## src/rtl/arm_mem_arbiter_pkg.sv

```systemverilog
// rtl/arm_mem_arbiter_pkg.sv - shared types and defaults for the IF/MEM memory arbiter
package arm_mem_arbiter_pkg;

  typedef enum logic [1:0] {
    IDLE = 2'd0,
    BUSY = 2'd1,
    RESP = 2'd2
  } arb_state_e;

  typedef enum logic {
    ID_IF = 1'b0,
    ID_DM = 1'b1
  } req_id_e;

  localparam int unsigned ADDR_W_DEF  = 32;
  localparam int unsigned DATA_W_DEF  = 32;
  localparam int unsigned MEM_LAT_DEF = 2;

endpackage

```

## src/rtl/arm_mem_arbiter_if.sv

```systemverilog
// rtl/arm_mem_arbiter_if.sv - requester, memory and stall signals of the arbiter
interface arm_mem_arbiter_if #(
  parameter int ADDR_W = 32,
  parameter int DATA_W = 32
);
  logic              if_req;
  logic [ADDR_W-1:0] if_addr;
  logic [DATA_W-1:0] if_rdata;
  logic              if_ready;
  logic              dm_req;
  logic              dm_we;
  logic [ADDR_W-1:0] dm_addr;
  logic [DATA_W-1:0] dm_wdata;
  logic [DATA_W-1:0] dm_rdata;
  logic              dm_ready;
  logic              mem_en;
  logic              mem_we;
  logic [ADDR_W-1:0] mem_addr;
  logic [DATA_W-1:0] mem_wdata;
  logic [DATA_W-1:0] mem_rdata;
  logic              freeze;

  modport slave (
    input  if_req, if_addr, dm_req, dm_we, dm_addr, dm_wdata, mem_rdata,
    output if_rdata, if_ready, dm_rdata, dm_ready, mem_en, mem_we, mem_addr, mem_wdata, freeze
  );

  modport master (
    output if_req, if_addr, dm_req, dm_we, dm_addr, dm_wdata, mem_rdata,
    input  if_rdata, if_ready, dm_rdata, dm_ready, mem_en, mem_we, mem_addr, mem_wdata, freeze
  );
endinterface

```

## src/rtl/arm_mem_arbiter_pick.sv

```systemverilog
// rtl/arm_mem_arbiter_pick.sv - winner select; ARB_ROUND_ROBIN_EN alternates ties, else data side wins
module arm_arb_pick
  import arm_mem_arbiter_pkg::*;
(
  input  logic    if_req_i,
  input  logic    dm_req_i,
`ifdef ARB_ROUND_ROBIN_EN
  input  req_id_e last_id_i,
`endif
  output logic    grant_valid_o,
  output req_id_e grant_id_o
);

  assign grant_valid_o = if_req_i | dm_req_i;

`ifdef ARB_ROUND_ROBIN_EN
  always_comb begin
    grant_id_o = ID_IF;
    if (if_req_i && dm_req_i) begin
      grant_id_o = (last_id_i == ID_DM) ? ID_IF : ID_DM;
    end else if (dm_req_i) begin
      grant_id_o = ID_DM;
    end
  end
`else
  // The data access belongs to the older instruction, so it goes first.
  assign grant_id_o = dm_req_i ? ID_DM : ID_IF;
`endif

endmodule

```

## src/rtl/arm_mem_arbiter.sv

```systemverilog
// rtl/arm_mem_arbiter.sv - shares one fixed-latency memory port between fetch and data; ARB_ROUND_ROBIN_EN selects tie policy
module arm_mem_arbiter
  import arm_mem_arbiter_pkg::*;
#(
  parameter int ADDR_W  = ADDR_W_DEF,
  parameter int DATA_W  = DATA_W_DEF,
  parameter int MEM_LAT = MEM_LAT_DEF
) (
  input  logic             clk,
  input  logic             rst,
  arm_mem_arbiter_if.slave bus
);

  if (MEM_LAT < 1) begin : g_bad_lat
    $error("arm_mem_arbiter: MEM_LAT must be at least 1");
  end

  localparam int CNT_W = (MEM_LAT < 1) ? 1 : $clog2(MEM_LAT + 1);
  localparam logic [CNT_W-1:0] CNT_LOAD = CNT_W'(MEM_LAT - 1);

  arb_state_e        state_q, state_d;
  logic [CNT_W-1:0]  cnt_q, cnt_d;
  req_id_e           id_q, id_d;
  logic              mem_en_q, mem_en_d;
  logic              mem_we_q, mem_we_d;
  logic [ADDR_W-1:0] mem_addr_q, mem_addr_d;
  logic [DATA_W-1:0] mem_wdata_q, mem_wdata_d;
  logic [DATA_W-1:0] if_rdata_q, if_rdata_d;
  logic [DATA_W-1:0] dm_rdata_q, dm_rdata_d;
  logic              if_ready_q, if_ready_d;
  logic              dm_ready_q, dm_ready_d;
  logic              grant_valid;
  req_id_e           grant_id;

`ifdef ARB_ROUND_ROBIN_EN
  req_id_e last_id_q, last_id_d;
`endif

  arm_arb_pick u_pick (
    .if_req_i      (bus.if_req),
    .dm_req_i      (bus.dm_req),
`ifdef ARB_ROUND_ROBIN_EN
    .last_id_i     (last_id_q),
`endif
    .grant_valid_o (grant_valid),
    .grant_id_o    (grant_id)
  );

  always_comb begin
    state_d     = state_q;
    cnt_d       = cnt_q;
    id_d        = id_q;
    mem_en_d    = mem_en_q;
    mem_we_d    = mem_we_q;
    mem_addr_d  = mem_addr_q;
    mem_wdata_d = mem_wdata_q;
    if_rdata_d  = if_rdata_q;
    dm_rdata_d  = dm_rdata_q;
    if_ready_d  = if_ready_q;
    dm_ready_d  = dm_ready_q;
`ifdef ARB_ROUND_ROBIN_EN
    last_id_d   = last_id_q;
`endif
    case (state_q)
      IDLE: begin
        if (grant_valid) begin
          id_d     = grant_id;
          mem_en_d = 1'b1;
          cnt_d    = CNT_LOAD;
          state_d  = BUSY;
`ifdef ARB_ROUND_ROBIN_EN
          last_id_d = grant_id;
`endif
          if (grant_id == ID_DM) begin
            mem_we_d    = bus.dm_we;
            mem_addr_d  = bus.dm_addr;
            mem_wdata_d = bus.dm_wdata;
          end else begin
            mem_we_d   = 1'b0;
            mem_addr_d = bus.if_addr;
          end
        end
      end
      BUSY: begin
        if (cnt_q != '0) begin
          cnt_d = cnt_q - CNT_W'(1);
        end else begin
          mem_en_d = 1'b0;
          mem_we_d = 1'b0;
          state_d  = RESP;
          if (id_q == ID_DM) begin
            // A store leaves the last load result visible on dm_rdata.
            if (!mem_we_q) dm_rdata_d = bus.mem_rdata;
            dm_ready_d = 1'b1;
          end else begin
            if_rdata_d = bus.mem_rdata;
            if_ready_d = 1'b1;
          end
        end
      end
      RESP: begin
        if_ready_d = 1'b0;
        dm_ready_d = 1'b0;
        state_d    = IDLE;
      end
      default: state_d = IDLE;
    endcase
  end

  always_ff @(posedge clk) begin
    if (!rst) begin
      state_q     <= IDLE;
      cnt_q       <= '0;
      id_q        <= ID_IF;
      mem_en_q    <= 1'b0;
      mem_we_q    <= 1'b0;
      mem_addr_q  <= '0;
      mem_wdata_q <= '0;
      if_rdata_q  <= '0;
      dm_rdata_q  <= '0;
      if_ready_q  <= 1'b0;
      dm_ready_q  <= 1'b0;
`ifdef ARB_ROUND_ROBIN_EN
      last_id_q   <= ID_IF;
`endif
    end else begin
      state_q     <= state_d;
      cnt_q       <= cnt_d;
      id_q        <= id_d;
      mem_en_q    <= mem_en_d;
      mem_we_q    <= mem_we_d;
      mem_addr_q  <= mem_addr_d;
      mem_wdata_q <= mem_wdata_d;
      if_rdata_q  <= if_rdata_d;
      dm_rdata_q  <= dm_rdata_d;
      if_ready_q  <= if_ready_d;
      dm_ready_q  <= dm_ready_d;
`ifdef ARB_ROUND_ROBIN_EN
      last_id_q   <= last_id_d;
`endif
    end
  end

  assign bus.mem_en    = mem_en_q;
  assign bus.mem_we    = mem_we_q;
  assign bus.mem_addr  = mem_addr_q;
  assign bus.mem_wdata = mem_wdata_q;
  assign bus.if_rdata  = if_rdata_q;
  assign bus.if_ready  = if_ready_q;
  assign bus.dm_rdata  = dm_rdata_q;
  assign bus.dm_ready  = dm_ready_q;
  assign bus.freeze    = (bus.if_req & ~if_ready_q) | (bus.dm_req & ~dm_ready_q);

endmodule

```

## src/flat_wrapper.sv

```systemverilog
// flat-port wrapper written by rule: the top's interface ports become plain ports
module arm_mem_arbiter_flat import arm_mem_arbiter_pkg::*;
#(
  parameter int ADDR_W  = ADDR_W_DEF,
  parameter int DATA_W  = DATA_W_DEF,
  parameter int MEM_LAT = MEM_LAT_DEF
)
  (clk, rst, bus_if_req, bus_if_addr, bus_dm_req, bus_dm_we, bus_dm_addr, bus_dm_wdata, bus_mem_rdata, bus_if_rdata, bus_if_ready, bus_dm_rdata, bus_dm_ready, bus_mem_en, bus_mem_we, bus_mem_addr, bus_mem_wdata, bus_freeze);
  arm_mem_arbiter_if #(.ADDR_W(ADDR_W), .DATA_W(DATA_W)) bus_i ();
  input  logic clk;
  input  logic rst;
  input wire logic [$bits(bus_i.if_req)-1:0] bus_if_req;
  input wire logic [$bits(bus_i.if_addr)-1:0] bus_if_addr;
  input wire logic [$bits(bus_i.dm_req)-1:0] bus_dm_req;
  input wire logic [$bits(bus_i.dm_we)-1:0] bus_dm_we;
  input wire logic [$bits(bus_i.dm_addr)-1:0] bus_dm_addr;
  input wire logic [$bits(bus_i.dm_wdata)-1:0] bus_dm_wdata;
  input wire logic [$bits(bus_i.mem_rdata)-1:0] bus_mem_rdata;
  output wire logic [$bits(bus_i.if_rdata)-1:0] bus_if_rdata;
  output wire logic [$bits(bus_i.if_ready)-1:0] bus_if_ready;
  output wire logic [$bits(bus_i.dm_rdata)-1:0] bus_dm_rdata;
  output wire logic [$bits(bus_i.dm_ready)-1:0] bus_dm_ready;
  output wire logic [$bits(bus_i.mem_en)-1:0] bus_mem_en;
  output wire logic [$bits(bus_i.mem_we)-1:0] bus_mem_we;
  output wire logic [$bits(bus_i.mem_addr)-1:0] bus_mem_addr;
  output wire logic [$bits(bus_i.mem_wdata)-1:0] bus_mem_wdata;
  output wire logic [$bits(bus_i.freeze)-1:0] bus_freeze;
  assign bus_i.if_req = bus_if_req;
  assign bus_i.if_addr = bus_if_addr;
  assign bus_i.dm_req = bus_dm_req;
  assign bus_i.dm_we = bus_dm_we;
  assign bus_i.dm_addr = bus_dm_addr;
  assign bus_i.dm_wdata = bus_dm_wdata;
  assign bus_i.mem_rdata = bus_mem_rdata;
  assign bus_if_rdata = bus_i.if_rdata;
  assign bus_if_ready = bus_i.if_ready;
  assign bus_dm_rdata = bus_i.dm_rdata;
  assign bus_dm_ready = bus_i.dm_ready;
  assign bus_mem_en = bus_i.mem_en;
  assign bus_mem_we = bus_i.mem_we;
  assign bus_mem_addr = bus_i.mem_addr;
  assign bus_mem_wdata = bus_i.mem_wdata;
  assign bus_freeze = bus_i.freeze;
  arm_mem_arbiter #(.ADDR_W(ADDR_W), .DATA_W(DATA_W), .MEM_LAT(MEM_LAT)) u_core (.clk(clk), .rst(rst), .bus(bus_i));
endmodule
```

## config.mk

```make
export PLATFORM = sky130hd
export DESIGN_NAME = arm_mem_arbiter_flat
export DESIGN_NICKNAME = d
export VERILOG_FILES = /design/src/rtl/arm_mem_arbiter_pkg.sv /design/src/rtl/arm_mem_arbiter_if.sv /design/src/rtl/arm_mem_arbiter_pick.sv /design/src/rtl/arm_mem_arbiter.sv /design/src/flat_wrapper.sv
export SDC_FILE = /design/constraint.sdc
export NUM_CORES = 1
export LEC_CHECK = 0
export BUFFER_PORTS_ARGS = -buffer_cell sky130_fd_sc_hd__clkbuf_2
export CAP_MARGIN = 20
export CORE_UTILIZATION = 46
export DETAILED_ROUTE_END_ITERATION = 10
export GPL_ROUTABILITY_DRIVEN = 0
export PLACE_DENSITY = 0.79
export SETUP_SLACK_MARGIN = 0.05
export SYNTH_ARGS = -nofsm -noshare
export SYNTH_HDL_FRONTEND = slang
export SYNTH_HIERARCHICAL = 1
export SYNTH_SLANG_ARGS = --single-unit
```

## constraint.sdc

```tcl
create_clock -name clk -period 2 [get_ports clk]
set_input_delay 0.2 -clock clk [delete_from_list [all_inputs] [get_ports clk]]
set_output_delay 0.2 -clock clk [all_outputs]
set_load 0.01 [all_outputs]
```

==> results by group <==
Run status
  – Status: complete, no violations

Critical path
  – Kind of critical path: reg2reg
  – CP Max Fanout: 32
  – CP startpoint kind: flop
  – CP required: ~2300 ps
  – Critical path arrival: 1870 ps
  – Setup crit end kind: flop
  – Worst R2R Setup Slack: roughly 470 ps

STA
  – Fmax achieved: between 600 and 700 MHz
  – Final number of max-transition violations: 0
  – Final Cycle Share: 0.766
  – RSZ-0062 raised after global routing: no
  – Hold slack: around 21 ps
  – Count of final setup violators: 0
  – Slew headroom: 0.722
  – Final WS setup: ~470 ps
  – Worst-margin pin slew: between 400 and 500 ps
  – Hold Fails Final Rpt: 0
  – Setup Skew: ~5.9 ps
  – Setup tns final: 0 ps
  – Post-layout min period: roughly 1500 ps

Die
  – Io pins: between 200 and 300
  – Die height: approximately 110 µm
  – Die footprint: about 13000 µm²
  – Row count: 39
  – Core area: 11700 µm²
  – Initial Util: 0.482
  – Die Span X: approximately 110 µm

Cells and area
  – Layout cells sized above 1: 0.384
  – Ant diodes: 0
  – Final instance area: 7860 µm²
  – # nets final: 1023
  – Final non-filler cell total: 1043
  – Area delta synth->final: 39.9%
  – Fillers: 943

GRT
  – First-pass GRT wire length: roughly 23000 µm
  – GRT Util Overall: 0.227
  – Vias in the first global route: roughly 4900
  – Largest net degree at the start of global routing: just over 100
  – Antenna violations before repair: 0
  – Total global routing overflow: 0

Placed design
  – Buffers added on ports: between 200 and 300
  – Post-Place Setup Slack: about 480 ps
  – Post-DP HPWL: just under 10000 µm
  – Area after DPL: just under 7000 µm²
  – Placed insts: between 900 and 1000

CTS
  – PostCTS Resize Cnt: 0
  – TritonCTS clock tree: built
  – Post-CTS Setup Bufs: 0
  – CTS Buf Count: 17
  – Hold buffer count at CTS: 34
  – Clk_lat worst skew: ~420 ps
  – CTS sink count: around 140
  – Worst-path clk slew: roughly 60 ps
  – H-tree Lvls: 4
  – Maximum clock path buffer count: 2
  – Root Driver: clkbuf_16

Synthesis
  – Post-synth top area share: 0.488
  – Cell variety after synth: 35
  – Async SR Flop Fraction: 0
  – Syn_nets: approximately 750
  – Mapped Area: ~5600 µm²
  – Synth warn: 6
  – Top cells by area, synth: dfxtp_1 (49%), mux2i_1 (11%), nand2_1 (11%), a211oi_2 (7.3%), a21oi_1 (3.0%)
  – Cells after Synth: 613
  – Seq cells post-synth: between 100 and 150
  – Synth Area per Inst: 9.16 µm²
  – EDFF count, synth: 0
  – Top_reg_cell synth: dfxtp_1
  – Seq/Total Area, Yosys: 0.488
  – Post-synth top area cell: dfxtp_1

Worst hold path
  – Worst Hold Class: in2reg

Route
  – Vias: between 5000 and 6000
  – TritonRoute pass-1 iters: 4
  – DRT antenna net count: 0
  – Via density: slightly below 5
  – Avg WL per Cell: roughly 14 µm
  – DRT Wirelength: 14400 µm
  – DRT iter0 DRCs: 238
  – # DRC: 0

Run
  – Max Cap Viol: 0

Power and ir drop
  – Cell area power density: a little over 900 nW/µm²
  – LEAKAGE: about 3.5 nW
  – Peak ir drop on the vdd network: slightly above 0.7 mV
worst paths after layout:
path,start,endpoint,depth (start not counted)
worst min register to register,u_core/bus.mem_wdata[20],u_core/bus.mem_wdata[20],2
worst min-delay path,bus_dm_wdata[21],u_core/bus.mem_wdata[21],3
worst max-delay path,u_core/cnt_q[0],u_core/bus.dm_rdata[30],6
worst max register to register,u_core/cnt_q[0],u_core/bus.dm_rdata[30],6
metrics by stage:
stage | utilization | power (mW)
after detailed placement | 0.594 | 4.28
after global placement | 0.594 | 4.25
after global routing | 0.674 | 7.65
after CTS | 0.674 | 7.41
after floorplan | - | 3.87
final | 0.674 | 7.34
power by group:
part	total (mW)	leakage, nW	switching [mW]	internal [mW]
logic	1.22	2.14	0.686	0.534
registers	3.05	1.12	0.115	2.94
clock network	3.06	0.280	1.10	1.96
cells by family (layout without fill, tap and decap cells):
kind of cell / after synthesis / in the layout / share of synthesized area
and+or+nand+nor: 245 / 245 / 0.188
buffers and inverters: 60 / 347 / 0.0641
DFF: 137 / 137 / 0.488
AOI/OAI and AO/OA: 105 / 105 / 0.141
muxes: 64 / 64 / 0.114
adders and majority gates: 2 / 2 / 0.00445
worst max-delay path, stage by stage (launching register included):
cell	delay [ps]
dfxtp_1	330
inv_1	80
ha_1	230
nand3_2	130
nor3_4	180
buf_12	270
mux2i_1	230
cell type report:
class                   count  area [µm²]  share of cell area
clock inverters             6        88.8              0.0113
flip-flops and latches    137        2740               0.349
inverters                   6        22.5             0.00287
repair buffers            310        1810               0.231
multi-input cells         416        2510               0.320
clock buffers              25         495              0.0631
well taps                 143         179              0.0228
placed cells by master, fill, tap and decap left out, types with 2 or more instances in the layout:
master         instances
a21oi_1               34
clkbuf_1               4
clkbuf_16             17
clkbuf_8               4
clkinvlp_4             2
nand3_1               34
clkbuf_2             264
dfxtp_1              137
buf_12                 5
a211oi_2              33
nand3b_1               2
nor2_1                36
bufinv_16              2
and4bb_2               2
o21ai_0               33
buf_4                  7
mux2i_1               64
ha_1                   2
nand2_1              161
dlygate4sd3_1         34
inv_1                  5
synth_stat cells (9+ instances only):
cell / count
nand2_1: 161
dfxtp_1: 137
mux2i_1: 64
nor2_1: 36
a21oi_1: 34
nand3_1: 34
a211oi_2: 33
o21ai_0: 33
clkbuf_1: 18
buf_2: 12
buf_4: 9
buf_6: 9
registers in the layout (all words and copies together) (netlist names):
register              count
u_core/bus.dm_rdata      32
u_core/bus.dm_ready       1
u_core/bus.if_rdata      32
u_core/bus.if_ready       1
u_core/bus.mem_addr      32
u_core/bus.mem_en         1
u_core/bus.mem_wdata     32
u_core/bus.mem_we         1
u_core/cnt_q              2
u_core/id_q               1
u_core/state_q            2
per-layer routing:
layer | GRT usage | up-vias | share of wire | routed length, µm
met5 | 0 | - | 0 | 0
met1 | 0.243 | 2301 | 0.41 | 5840
met2 | 0.402 | 191 | 0.50 | 7220
li1 | - | 2618 | - | -
met3 | 0.0761 | 29 | 0.064 | 926
met4 | 0.110 | 0 | 0.028 | 404
Power figures use the tool's default switching activity.
